<file path="config.mk">
export PLATFORM = sky130hd
export DESIGN_NAME = ifu_pf
export DESIGN_NICKNAME = d
export VERILOG_FILES = /design/src/rtl/core_pkg.sv /design/src/rtl/ifu_fifo.sv /design/src/rtl/ifu_pf.sv
export SDC_FILE = /design/constraint.sdc
export NUM_CORES = 1
export LEC_CHECK = 0
export ABC_AREA = 0
export CORE_ASPECT_RATIO = 1.2
export CORE_MARGIN = 2
export CORE_UTILIZATION = 40
export DETAILED_ROUTE_END_ITERATION = 12
export GPL_TIMING_DRIVEN = 0
export HOLD_SLACK_MARGIN = 0.15
export PLACE_DENSITY = 0.69
export SETUP_SLACK_MARGIN = 0.2
export SYNTH_ARGS = -nofsm -noshare
export SYNTH_HDL_FRONTEND = slang
export SYNTH_SLANG_ARGS = --single-unit
</file>
<file path="constraint.sdc">
create_clock -name clk -period 3.9 [get_ports clk]
set_input_delay 0.78 -clock clk [delete_from_list [all_inputs] [get_ports clk]]
set_output_delay 0.78 -clock clk [all_outputs]
set_load 0.005 [all_outputs]
</file>
<file path="src/rtl/core_pkg.sv">
// Shared NRC core types: datapath width, PC step and the instruction-buffer entry.
package core_pkg;

    localparam int unsigned XLEN    = 32;
    localparam int unsigned INST_W  = 32;
    localparam int unsigned PC_STEP = 4;

    typedef struct packed {
        logic [XLEN-1:0]   pc;
        logic [INST_W-1:0] inst;
    } fifo_entry_t;

endpackage

</file>
<file path="src/rtl/ifu_fifo.sv">
// Synchronous instruction buffer; flush beats push, pop on empty is ignored.
module ifu_fifo #(
    parameter int unsigned DEPTH = 4
) (
    input  logic                         clk,
    input  logic                         rst_b,
    input  logic                         push,
    input  core_pkg::fifo_entry_t        push_data,
    input  logic                         pop,
    input  logic                         flush,
    output core_pkg::fifo_entry_t        head,
    output logic [$clog2(DEPTH+1)-1:0]   count,
    output logic                         empty,
    output logic                         full
);
    import core_pkg::*;

    localparam int unsigned AW = (DEPTH > 1) ? $clog2(DEPTH) : 1;
    localparam int unsigned CW = $clog2(DEPTH + 1);

    fifo_entry_t    r_mem [DEPTH];
    logic [AW-1:0]  r_wptr;
    logic [AW-1:0]  r_rptr;
    logic [CW-1:0]  r_count;

    logic           w_push;
    logic           w_pop;

    assign empty = (r_count == '0);
    assign full  = (r_count == CW'(DEPTH));
    assign count = r_count;
    assign head  = r_mem[r_rptr];

    assign w_pop  = pop & ~empty;
    assign w_push = push & ~flush;

    always_ff @(posedge clk or negedge rst_b) begin
        if (!rst_b) begin
            r_wptr  <= '0;
            r_rptr  <= '0;
            r_count <= '0;
            for (int i = 0; i < int'(DEPTH); i++) begin
                r_mem[i] <= '0;
            end
        end else if (flush) begin
            r_wptr  <= '0;
            r_rptr  <= '0;
            r_count <= '0;
        end else begin
            if (w_push) begin
                r_mem[r_wptr] <= push_data;
                r_wptr        <= r_wptr + AW'(1);
            end
            if (w_pop) begin
                r_rptr <= r_rptr + AW'(1);
            end
            r_count <= r_count + CW'(w_push) - CW'(w_pop);
        end
    end

    // A push into a full buffer is only legal when the head leaves in the same cycle.
    a_no_overflow: assert property (@(posedge clk) disable iff (!rst_b)
        !(w_push && full && !w_pop));

endmodule

</file>
<file path="src/rtl/ifu_pf.sv">
// Prefetching instruction fetch unit: credit-limited request issue, in-order responses
// into a small buffer, redirect flushes the buffer and drops in-flight responses.
module ifu_pf #(
    parameter int unsigned     XLEN       = core_pkg::XLEN,
    parameter logic [XLEN-1:0] PC_RST_VEC = '0,
    parameter int unsigned     FIFO_DEPTH = 4
) (
    input  logic            clk,
    input  logic            rst_b,
    output logic            ifu_req_valid,
    input  logic            ifu_req_ready,
    output logic [XLEN-1:0] ifu_req_addr,
    input  logic            ifu_rsp_valid,
    input  logic [XLEN-1:0] ifu_rsp_data,
    input  logic            redirect,
    input  logic [XLEN-1:0] redirect_pc,
    output logic            inst_valid,
    input  logic            inst_ready,
    output logic [XLEN-1:0] inst,
    output logic [XLEN-1:0] inst_pc
);
    import core_pkg::*;

    localparam int unsigned CW = $clog2(FIFO_DEPTH + 1);

    logic [XLEN-1:0] r_fetch_pc;
    logic [XLEN-1:0] r_rsp_pc;
    logic [CW-1:0]   r_outstanding;
    logic [CW-1:0]   r_discard;
    logic            r_started;

    fifo_entry_t     w_push_entry;
    fifo_entry_t     w_head;
    logic [CW-1:0]   w_count;
    logic            w_empty;
    logic            w_full;
    logic [CW-1:0]   w_live;
    logic [CW:0]     w_used;
    logic            w_has_credit;
    logic            w_req_fire;
    logic            w_rsp_push;
    logic [XLEN-1:0] w_redirect_pc;
    logic            w_unused;

    // Buffer slots already spoken for: occupied entries plus responses that will land.
    assign w_live       = r_outstanding - r_discard;
    assign w_used       = (CW+1)'(w_count) + (CW+1)'(w_live);
    assign w_has_credit = (w_used < (CW+1)'(FIFO_DEPTH));

    assign ifu_req_valid = r_started & ~redirect & w_has_credit;
    assign ifu_req_addr  = r_started ? r_fetch_pc : '0;
    assign w_req_fire    = ifu_req_valid & ifu_req_ready;

    assign w_rsp_push    = ifu_rsp_valid & ~redirect & (r_discard == '0);
    assign w_redirect_pc = {redirect_pc[XLEN-1:2], 2'b00};
    assign w_push_entry  = '{pc: r_rsp_pc, inst: ifu_rsp_data};

    assign inst_valid = ~w_empty;
    assign inst       = w_head.inst;
    assign inst_pc    = w_head.pc;
    assign w_unused   = &{1'b0, redirect_pc[1:0], w_full};

    ifu_fifo #(
        .DEPTH (FIFO_DEPTH)
    ) u_fifo (
        .clk       (clk),
        .rst_b     (rst_b),
        .push      (w_rsp_push),
        .push_data (w_push_entry),
        .pop       (inst_ready),
        .flush     (redirect),
        .head      (w_head),
        .count     (w_count),
        .empty     (w_empty),
        .full      (w_full)
    );

    always_ff @(posedge clk or negedge rst_b) begin
        if (!rst_b) begin
            r_fetch_pc    <= PC_RST_VEC;
            r_rsp_pc      <= PC_RST_VEC;
            r_outstanding <= '0;
            r_discard     <= '0;
            r_started     <= 1'b0;
        end else begin
            r_started <= 1'b1;
            if (redirect) begin
                // No request can fire this cycle; everything still in flight is stale.
                r_fetch_pc    <= w_redirect_pc;
                r_rsp_pc      <= w_redirect_pc;
                r_outstanding <= r_outstanding - CW'(ifu_rsp_valid);
                r_discard     <= r_outstanding - CW'(ifu_rsp_valid);
            end else begin
                if (w_req_fire) begin
                    r_fetch_pc <= r_fetch_pc + XLEN'(PC_STEP);
                end
                r_outstanding <= r_outstanding + CW'(w_req_fire) - CW'(ifu_rsp_valid);
                if (ifu_rsp_valid && (r_discard != '0)) begin
                    r_discard <= r_discard - CW'(1);
                end
                if (w_rsp_push) begin
                    r_rsp_pc <= r_rsp_pc + XLEN'(PC_STEP);
                end
            end
        end
    end

    a_discard_bound: assert property (@(posedge clk) disable iff (!rst_b)
        r_discard <= r_outstanding);
    a_outstanding_bound: assert property (@(posedge clk) disable iff (!rst_b)
        r_outstanding <= CW'(FIFO_DEPTH));

endmodule
</file>
# Word level (Yosys, flattened, before mapping)
# Cells that the tools add are included.
dict set report word_totals {
  inputBits 70
  word_cells 73
  reg_bits 334
}
dict set report classes {
  bitwise 11
  addsub 12
  magnitude_cmp 4
  muxes 19
  n_reduce_logical 11
}
# cell n
set op_table {}
lappend op_table {{$bwmux W256} 1}
lappend op_table {{$mux W64} 3}
lappend op_table {{$mux W32} 5}
lappend op_table {{$bmux W64 S2} 1}
lappend op_table {{$demux W64 S2} 1}
lappend op_table {{$add A32 B3 Y32 const B} 2}
lappend op_table {{$mux W3} 4}
lappend op_table {{$reduce_bool A2 Y1} 5}
lappend op_table {{$sub A3 B1 Y3} 3}
lappend op_table {{$mux W2} 4}
lappend op_table {{$and A1 B1 Y1} 7}
lappend op_table {{$add A3 B1 Y3} 2}
lappend op_table {{$ge A3 B3 Y1 const B} 2}
lappend op_table {{$logic_not A3 Y1} 2}
lappend op_table {{$not A2 Y3} 2}
lappend op_table {{$add A2 B1 Y2 const B} 2}
lappend op_table {{$add A3 B3 Y4} 1}
lappend op_table {{$lt A4 B3 Y1 const B} 1}
lappend op_table {{$lt A3 B1 Y1 const B} 1}
lappend op_table {{$reduce_bool A3 Y1} 1}
lappend op_table {{$sub A3 B1 Y3 const B} 1}
lappend op_table {{$sub A3 B3 Y3} 1}
lappend op_table {{$logic_and A1 B1 Y1} 2}
lappend op_table {{$not A1 Y1} 2}
lappend op_table {{$reduce_and A2 Y1} 1}

# Depth between registers and ports, before layout
# Gate-level depths: netlist (run 1).
dict set report depth {
  ltp_word 8
  mapped_depth 19
}

# By module
# A second synthesis (run 1) with hierarchy kept.
dict set report unflattened {
  hier_cells 1129
  hier_area_um2 15781.4
}
# module instances cells_each seq_area_each_um2 area_each_um2
set modules_own_cells {}
lappend modules_own_cells {ifu_fifo 1 662 6581.3 11644.9}
lappend modules_own_cells {ifu_pf 1 467 1676.6 4136.5}

# Least setup slack after synthesis (run 1)
# No wires, ideal clock.
dict set report synth_timing {
  path_type {reg2reg}
  from {register r_outstanding[0]}
  to {register r_outstanding[2]}
  setup_ps 79
  arrival_ps 3694
  path_buffers 2
  slack_ps 127
  stages_incl_launch_ff 20
  cell_sequence {dfrtp_1 inv_1 ha_1 inv_1 fa_1 xor2_1 xnor2_1 ha_1 nor4b_2 and4_1 buf_6 inv_4 clkbuf_1 ha_1 inv_1 ha_1 fa_1 xor2_1 o21ai_0 xor2_1}
}
dict set report synth_via {
  elab_chain_len 8
}
# item line_no
set synth_lines {}
lappend synth_lines {{from (decl)} ifu_pf.sv:28} ;# logic [CW-1:0] r_outstanding;
lappend synth_lines {{from (signal assigned)} ifu_pf.sv:91} ;# r_outstanding <= r_outstanding - CW'(ifu_rsp_valid);
lappend synth_lines {{from (signal assigned)} ifu_pf.sv:97} ;# r_outstanding <= r_outstanding + CW'(w_req_fire) - CW'(ifu_rsp_valid);
lappend synth_lines {{$sub A3 B3 Y3} ifu_pf.sv:46} ;# assign w_live = r_outstanding - r_discard;
lappend synth_lines {{$add A3 B3 Y4} ifu_pf.sv:47} ;# assign w_used = (CW+1)'(w_count) + (CW+1)'(w_live);
lappend synth_lines {{$lt A4 B3 Y1} ifu_pf.sv:48} ;# assign w_has_credit = (w_used < (CW+1)'(FIFO_DEPTH));
lappend synth_lines {{$and A1 B1 Y1} ifu_pf.sv:50} ;# assign ifu_req_valid = r_started & ~redirect & w_has_credit;
lappend synth_lines {{$and A1 B1 Y1} ifu_pf.sv:52} ;# assign w_req_fire = ifu_req_valid & ifu_req_ready;
lappend synth_lines {{$add A3 B1 Y3} ifu_pf.sv:97}
lappend synth_lines {{$sub A3 B1 Y3} ifu_pf.sv:97}
lappend synth_lines {{$mux W3 *} ifu_pf.sv:87} ;# if (redirect) begin
# Every way passes the cells marked *; elsewhere a longest branch is shown, timed or not.
# A chain may end at the register's enable or synchronous reset.

# Final worst setup path (run 1)
# Ends and elaborated chain as after synthesis.

==> results.json, run 1 <==
{
  "gpl.final_weighted_congestion": 0.8319,
  "cellLeakagePower_uw": 0.008320,
  "ant_nets": 0,
  "grt_first_pass_wirelength_um": 56930,
  "number_of_distinct_library_cells_after_synthesis": 48,
  "timing.critical_path.max_delay_family": "adder cells",
  "crit_buf_inv": 6,
  "area_share_of_the_largest_cell_type_after_synthesis_pct": 53.26,
  "cts.path.max_buffers": 3,
  "timing_worst_setup_path_type": "register to register",
  "area_taken_by_multi_input_logic_gates_um2": 6764,
  "place.detailed.instances": 1744,
  "highest_delay_cell_along_the_critical_path": "dfrtp_1",
  "reg2reg_setup_slack_ps": 200,
  "num_io_pins": 168,
  "place.detailed.hpwl_um": 24250,
  "finish.net_count": 1399,
  "detail_route.wl_per_cell_um": 19.21,
  "sinks_on_the_clock_net": 322,
  "hold_buffers": 0,
  "initial_utilization_pct": 40.27,
  "post_dp_cell_area_um2": 17400,
  "detail_route.first_pass.iterations": 5,
  "register_cell_area_after_layout_um2": 8058,
  "drive_gt1_share_pct": 31.91,
  "final_area_um2": 18740,
  "finalCritPeriodShare_pct": 94.89,
  "layoutNonFillerInstCount": 1815,
  "synth-main-ff-cell": "dfrtp_1",
  "clock_tree_from_tritoncts": "done",
  "worst-path-max-fanout": 2,
  "crit_path_max_incr_delay_ps": 390,
  "die-area_um2": 39400,
  "run_status": "finished clean",
  "critPathLaunch": "r_outstanding[0]$_DFF_PN0_",
  "design.core.area_um2": 37570,
  "synth_largest_area_cell": "dfrtp_1",
  "synth-edff-count": 0,
  "die-height_um": 217.0,
  "post_synthesis_register_bit_count": 322,
  "timing.critical_path.from_type": "register",
  "finalSetupTns_ps": 0,
  "cts.root.buffer_cell": "clkbuf_16",
  "post-route-worst-setup-slack_ps": 199.2,
  "min_period_ps": 3701,
  "timing.critical_path.required_ps": 4330,
  "die_w_um": 181.5,
  "arrival_ps": 4130,
  "global_route.usage.total_pct": 18.24,
  "rsz0062_at_grt": "yes",
  "layout.filler_cells": 3223,
  "syn_inst": 1099,
  "pwr-share-clk_pct": 28.4,
  "crit_end": "r_outstanding[2]$_DFF_PN0_",
  "netSwitchingFraction_pct": 27.61,
  "initial_antenna_violation_count": 0,
  "detail_route.iter0.violations": 488,
  "sequentialPowerShare_pct": 38.5,
  "ctsHtreeMaxLevel": 2,
  "synth.yosys.seq_area_share_pct": 53.26,
  "combPwrFrac_pct": 33.2,
  "fmax_achieved_mhz": 270.2,
  "path_cells": "inv_2 > ha_4 > inv_2 > fa_2 > xor2_1 > xnor2_1 > ha_1 > nor4b_4 > and4_1 > buf_6 > inv_8 > clkbuf_16 > ha_4 > inv_2 > ha_4 > fa_2 > xor2_1 > o21ai_1 > xor2_1",
  "grt_pass1_vias": 10330,
  "cellInternalPower_uw": 8465,
  "clkTransAtPathRegs_ps": 60,
  "timing.rr.end": "r_outstanding[2]$_DFF_PN0_",
  "hold_class": "input port to asynchronous set/reset pin",
  "dr_total_vias": 9616,
  "number_of_buffers_inserted_during_clock_tree_synthesis": 35,
  "r2r.worst_path.cells": 19,
  "post-place-ws_ps": -205.7,
  "power.ir.vdd_worst_mv": 0.2816,
  "reported_net_switching_power_uw": 3228,
  "timing.critical_path.depth": 19,
  "worst_r2r_startpoint": "r_outstanding[0]$_DFF_PN0_",
  "finalHoldViolCount": 0,
  "worst_slew_pin_tran_ps": 1119,
  "area.growth.synth_to_final_pct": 23.88,
  "route.detailed.vias_per_inst": 5.298,
  "antennaDiodeCount": 0,
  "grt_overflow_total": 0,
  "drc_errors": 0,
  "slew_headroom_pct": 24.71,
  "cap_viol_max_count": 0,
  "worst_skew_pair.late_latency_ps": 510,
  "ys_top_cells_by_area": "dfrtp_1, mux2_2, mux4_2",
  "slew_viol_final": 0,
  "total_detailed_routing_wirelength_um": 34870,
  "cellPowerDensity_nw_per_um2": 623.9,
  "port_buffers": 160,
  "synth.avg_cell_area_um2": 13.77,
  "synth.yosys.warnings": 0,
  "num_rows": 78,
  "synth.cell_area_um2": 15130,
  "grt_start_max_net_pins": 124,
  "setup_viol_count_final": 0,
  "synth-async-reset-ratio_pct": 100.0,
  "timing.critical_path.to_type": "register",
  "final.setup_skew_ps": 7.065
}
==> through the flow <==
step	util (%)	hold WS (ps)	total power, µW
after global placement	46.16	458.2	8235
after global routing	49.88	402.5	12370
after floorplan	-	444.6	6550
after CTS	49.77	395.7	11800
final	49.88	353.6	11690
after detailed placement	46.32	464.9	8351
==> final cells by class <==
| type | count | area share, % |
|---|---|---|
| clock buffer | 54 | 5.494 |
| sequential | 322 | 42.99 |
| tap | 480 | 3.204 |
| timing repair buffer | 170 | 9.166 |
| multi-input combinational | 687 | 36.09 |
| inverter | 23 | 0.5007 |
| buffer | 70 | 1.903 |
| clock inverter | 9 | 0.6542 |
==> layer usage <==
metal	global-route usage [%]	share of wire (%)
met1	24.00	44
met2	31.80	50
met3	2.945	4.4
met4	4.119	1.6
met5	0	0
==> cells in the final DEF (no fill, tap or decap), drive strengths merged, types with 19 or more instances in the layout <==
master / instances
dfrtp: 322
xor2: 26
inv: 23
xnor2: 24
o21ai: 26
nand2: 49
nand3: 35
buf: 21
clkdlybuf4s50: 158
nand4: 19
and2: 35
clkbuf: 110
mux2: 265
mux4: 62
nor2: 25
==> Yosys cell counts (4+ instances only) <==
| cell type | number |
|---|---|
| dfrtp_1 | 322 |
| nor2_1 | 25 |
| xor2_1 | 26 |
| nand3_1 | 35 |
| mux2_2 | 265 |
| nand4_1 | 19 |
| ha_1 | 17 |
| and2_1 | 35 |
| nor4_1 | 5 |
| nor3_1 | 13 |
| mux4_2 | 62 |
| nand2b_1 | 4 |
| and4_1 | 5 |
| inv_1 | 21 |
| o211ai_1 | 6 |
| buf_1 | 7 |
| or3_1 | 8 |
| o21ai_0 | 26 |
| mux2i_1 | 6 |
| clkbuf_1 | 55 |
| a21oi_1 | 7 |
| buf_4 | 4 |
| nand2_1 | 49 |
| a31oi_1 | 7 |
| xnor2_1 | 24 |
| and3_1 | 11 |
==> state kept, by name, indices dropped and copies added, names as in the netlist <==
name           flops
u_fifo.r_rptr      2
r_rsp_pc          30
u_fifo.r_mem     248
r_outstanding      3
r_started          1
r_discard          3
r_fetch_pc        30
u_fifo.count       3
u_fifo.r_wptr      2
==> power by group through the flow <==
stage	sequential [µW]	combinational, µW	clock [µW]
after floorplan	4390	2160	0
after global routing	4600	4230	3540
after detailed placement	4550	3810	0
final	4500	3880	3320
after global placement	4520	3720	0
after CTS	4490	3910	3400
==> worst min path at each step <==
| stage | startpoint | to | slack [ps] | cells past startpoint |
|---|---|---|---|---|
| 5_1_grt | rst_b | u_fifo.r_mem[200]$_DFFE_PN0P_ | 400 | 1 |
| 3_5_place_dp | u_fifo.r_mem[39]$_DFFE_PN0P_ | u_fifo.r_mem[39]$_DFFE_PN0P_ | 460 | 2 |
| 4_1_cts | rst_b | u_fifo.r_mem[200]$_DFFE_PN0P_ | 400 | 1 |
| 3_3_place_gp | u_fifo.r_mem[100]$_DFFE_PN0P_ | u_fifo.r_mem[100]$_DFFE_PN0P_ | 460 | 2 |
| 2_1_floorplan | u_fifo.r_mem[100]$_DFFE_PN0P_ | u_fifo.r_mem[100]$_DFFE_PN0P_ | 440 | 2 |
| 6_report | rst_b | u_fifo.r_mem[200]$_DFFE_PN0P_ | 350 | 1 |
==> kinds of logic after synthesis <==
| group | after synthesis | share of synthesized area [%] |
|---|---|---|
| muxes | 333 | 29.35 |
| DFF | 322 | 53.26 |
| and+or+nand+nor | 222 | 7.832 |
| buffers and inverters | 93 | 2.498 |
| AOI/OAI and AO/OA | 57 | 2.316 |
| xor gates and xnor gates | 50 | 2.894 |
| adders and majority gates | 20 | 1.803 |
| other | 2 | 0.04964 |
==> what timing repair did <==
item / 4_1_cts / 5_1_grt
cloned: 0 / 1
buffers inserted: 5 / 2
pin swaps: 11 / 9
endpoints found under the setup margin: 61 / 50
gates resized for setup: 28 / 19
==> worst register-to-register path, cell delays in order, from the launching register on <==
cell and delay, ps:
dfrtp_1 390, inv_2 80, ha_4 120, inv_2 30, fa_2 320, xor2_1 150
xnor2_1 130, ha_1 310, nor4b_4 300, and4_1 240, buf_6 130, inv_8 30
clkbuf_16 140, ha_4 260, inv_2 40, ha_4 150, fa_2 330, xor2_1 170
o21ai_1 150, xor2_1 160
Note: power is estimated with default switching activity, not from simulation.
==> run 2, diff against run 1 <==
ABC_CLOCK_PERIOD_IN_PS = 3900   (was unset)
==> results of run 2 <==
Final layout, timing and power as in run 1 (identical DEF).
==> run 3, diff against run 2 <==
ABC_CLOCK_PERIOD_IN_PS = 4300   (was 3900)
PLACE_DENSITY = 0.67   (was 0.69)
clock period = 4.3 ns   (was 3.9 ns; I/O delays follow)
==> run 3 against run 2 <==
  * Sequential cell count unchanged
  * First-iteration DRC count down 12%
  * Core utilization increased by 0.12 points
  * Sequential power is 9.1% lower
  * Cell count shrank 0.44%
  * Die area did not move
==> results.json, run 3 (synthesized netlist as in run 1, its figures left out) <==
{
  "cap_viol_max_count": 0,
  "worst-path-max-fanout": 2,
  "reported_net_switching_power_uw": 2952,
  "sequentialPowerShare_pct": 37.5,
  "post_cts.repair.setup_buffers": 0,
  "critPathLaunch": "r_outstanding[0]$_DFF_PN0_",
  "min_period_ps": 3965,
  "largest_register_by_flop_count": "u_fifo.r_mem",
  "cellLeakagePower_uw": 0.008327,
  "gpl.final_weighted_congestion": 0.7983,
  "power.ir.vdd_worst_mv": 0.3293,
  "hold_class": "input port to asynchronous set/reset pin",
  "cts.path.max_buffers": 3,
  "detail_route.iter0.violations": 428,
  "area.growth.synth_to_final_pct": 24.19,
  "die-area_um2": 39400,
  "initial_utilization_pct": 40.27,
  "slew_viol_final": 0,
  "cellPowerDensity_nw_per_um2": 580.7,
  "run_status": "finished clean",
  "design.core.area_um2": 37570,
  "fmax_achieved_mhz": 252.2,
  "gr-max-usage-layer": "met2",
  "grt_pass1_vias": 10290,
  "timing.critical_path.required_ps": 3440,
  "place.detailed.hpwl_um": 24460,
  "cellInternalPower_uw": 7960,
  "use_met3_pct": 3.280,
  "num_rows": 78,
  "initial_antenna_violation_count": 0,
  "fin_util_pct": 50.01,
  "finish.net_count": 1392,
  "sinks_on_the_clock_net": 322,
  "port_buffers": 160,
  "number_of_buffers_inserted_during_clock_tree_synthesis": 37,
  "grt_first_pass_wirelength_um": 56730,
  "ant_nets": 0,
  "grt_start_max_net_pins": 121,
  "ctsHtreeMaxLevel": 2,
  "cts.root.buffer_cell": "clkbuf_16",
  "layout_commonest_cell": "dfrtp_1",
  "detail_route.wl_per_cell_um": 19.51,
  "route.detailed.vias_per_inst": 5.346,
  "setup_viol_count_final": 0,
  "antennaDiodeCount": 0,
  "finalHoldViolCount": 0,
  "dr_total_vias": 9660,
  "final.setup_skew_ps": 13.60,
  "worst_slew_pin_tran_ps": 1000,
  "layout.filler_cells": 3235,
  "reg.largest.list": "u_fifo.r_mem: 248 flops, r_fetch_pc: 30 flops, r_rsp_pc: 30 flops",
  "num_io_pins": 168,
  "met2_capacity_usage_during_global_routing_pct": 30.83,
  "pwr-share-clk_pct": 31.1,
  "rsz0062_at_grt": "no",
  "drc_errors": 0,
  "clock_tree_from_tritoncts": "done",
  "worst_skew_pair.late_latency_ps": 500,
  "use_met1_pct": 24.14,
  "die_w_um": 181.5,
  "die-height_um": 217.0,
  "slew_headroom_pct": 32.75,
  "netSwitchingFraction_pct": 27.05,
  "worst_r2r_startpoint": "r_outstanding[0]$_DFF_PN0_",
  "timing.critical_path.to_type": "output port",
  "combPwrFrac_pct": 31.5,
  "timing_worst_setup_path_type": "register to output port",
  "drive_gt1_share_pct": 31.20,
  "most-common-layout-cells": "dfrtp_1, mux2_2, clkdlybuf4s50_1",
  "largest_register_ffs": 248,
  "arrival_ps": 3110,
  "global_route.usage.total_pct": 18.20,
  "finalCritPeriodShare_pct": 92.21,
  "layoutNonFillerInstCount": 1807,
  "total_detailed_routing_wirelength_um": 35250,
  "place.detailed.instances": 1744,
  "detail_route.first_pass.iterations": 5,
  "timing.critical_path.from_type": "register",
  "grt_overflow_total": 0,
  "clkTransAtPathRegs_ps": 60
}
## run 3: cell count changes in the layout (fill, tap and decap cells not counted), moves of 2 or more
cell / before / now
buf_4: 11 / 4
clkbuf_8: 4 / 10
clkbuf_2: 6 / 1
bufinv_16: 3 / 7
clkbuf_1: 62 / 58
ha_1: 14 / 17
ha_4: 3 / 0
inv_1: 17 / 20
inv_2: 5 / 2
buf_2: 5 / 3
clkdlybuf4s15_2: 4 / 6
## run 3: power groups by stage
stage / Clock (µW) / Sequential [µW] / Combinational [µW]
2_1_floorplan: 0 / 3980 / 1960
3_3_place_gp: 0 / 4100 / 3380
3_5_place_dp: 0 / 4130 / 3450
4_1_cts: 3470 / 4080 / 3480
5_1_grt: 3610 / 4170 / 3740
6_report: 3390 / 4090 / 3440
## run 3: layout make-up
| cell class | instances | area [µm²] | share of cell area [%] |
|---|---|---|---|
| inverters | 23 | 88.84 | 0.4728 |
| multi-input cells | 687 | 6729 | 35.81 |
| flip-flops and latches | 322 | 8058 | 42.88 |
| repair buffers | 162 | 1662 | 8.843 |
| clock buffers | 52 | 1082 | 5.760 |
| clock inverters | 12 | 237.7 | 1.265 |
| plain buffers | 69 | 331.6 | 1.765 |
| well taps | 480 | 600.6 | 3.196 |
## run 3: final timing paths
check	cells after the start	slack [ps]	to
max	10	330	ifu_req_valid
min	1	340	u_fifo.r_mem[136]$_DFFE_PN0P_
max reg2reg	18	480	r_outstanding[2]$_DFF_PN0_
min reg2reg	2	480	u_fifo.r_mem[103]$_DFFE_PN0P_
max in group asynchronous	3	2360	u_fifo.r_mem[91]$_DFFE_PN0P_
min in group clk	2	480	u_fifo.r_mem[103]$_DFFE_PN0P_
## run 3: what timing repair did
item / 4_1_cts / 5_1_grt
pin swaps: 0 / 4
gates resized for setup: 12 / 8
endpoints found under the setup margin: 57 / 6
hold buffers: 0 / 0
## run 3: routing by layer
metal / vias up / wire length (µm)
met2: 285 / 17060
met4: 0 / 730
met3: 44 / 1794
li1: 4398 / -
met1: 4933 / 15670
met5: - / 0
## run 3: per-stage QoR
step | worst slack, ps | cell area [µm²] | hold WS (ps) | TNS, ps | total power, µW
after floorplan | 526.6 | 15140 | 444.6 | 0 | 5939
after global placement | -11520 | 17340 | 457.2 | -3695710 | 7480
after detailed placement | 6.225 | 17400 | 470.1 | 0 | 7577
after CTS | 204.2 | 18760 | 363.7 | 0 | 11020
after global routing | 195.2 | 18790 | 392.6 | 0 | 11530
final | 335.0 | 18790 | 342.8 | 0 | 10910
## run 3: critical path, cell delays in order, from the launching register on
cell	delay [ps]
dfrtp_1	400
inv_2	70
ha_1	140
inv_1	50
fa_2	340
xor2_2	150
xnor2_1	130
ha_1	340
nor4b_4	250
and3_4	230
clkdlybuf4s50_1	500
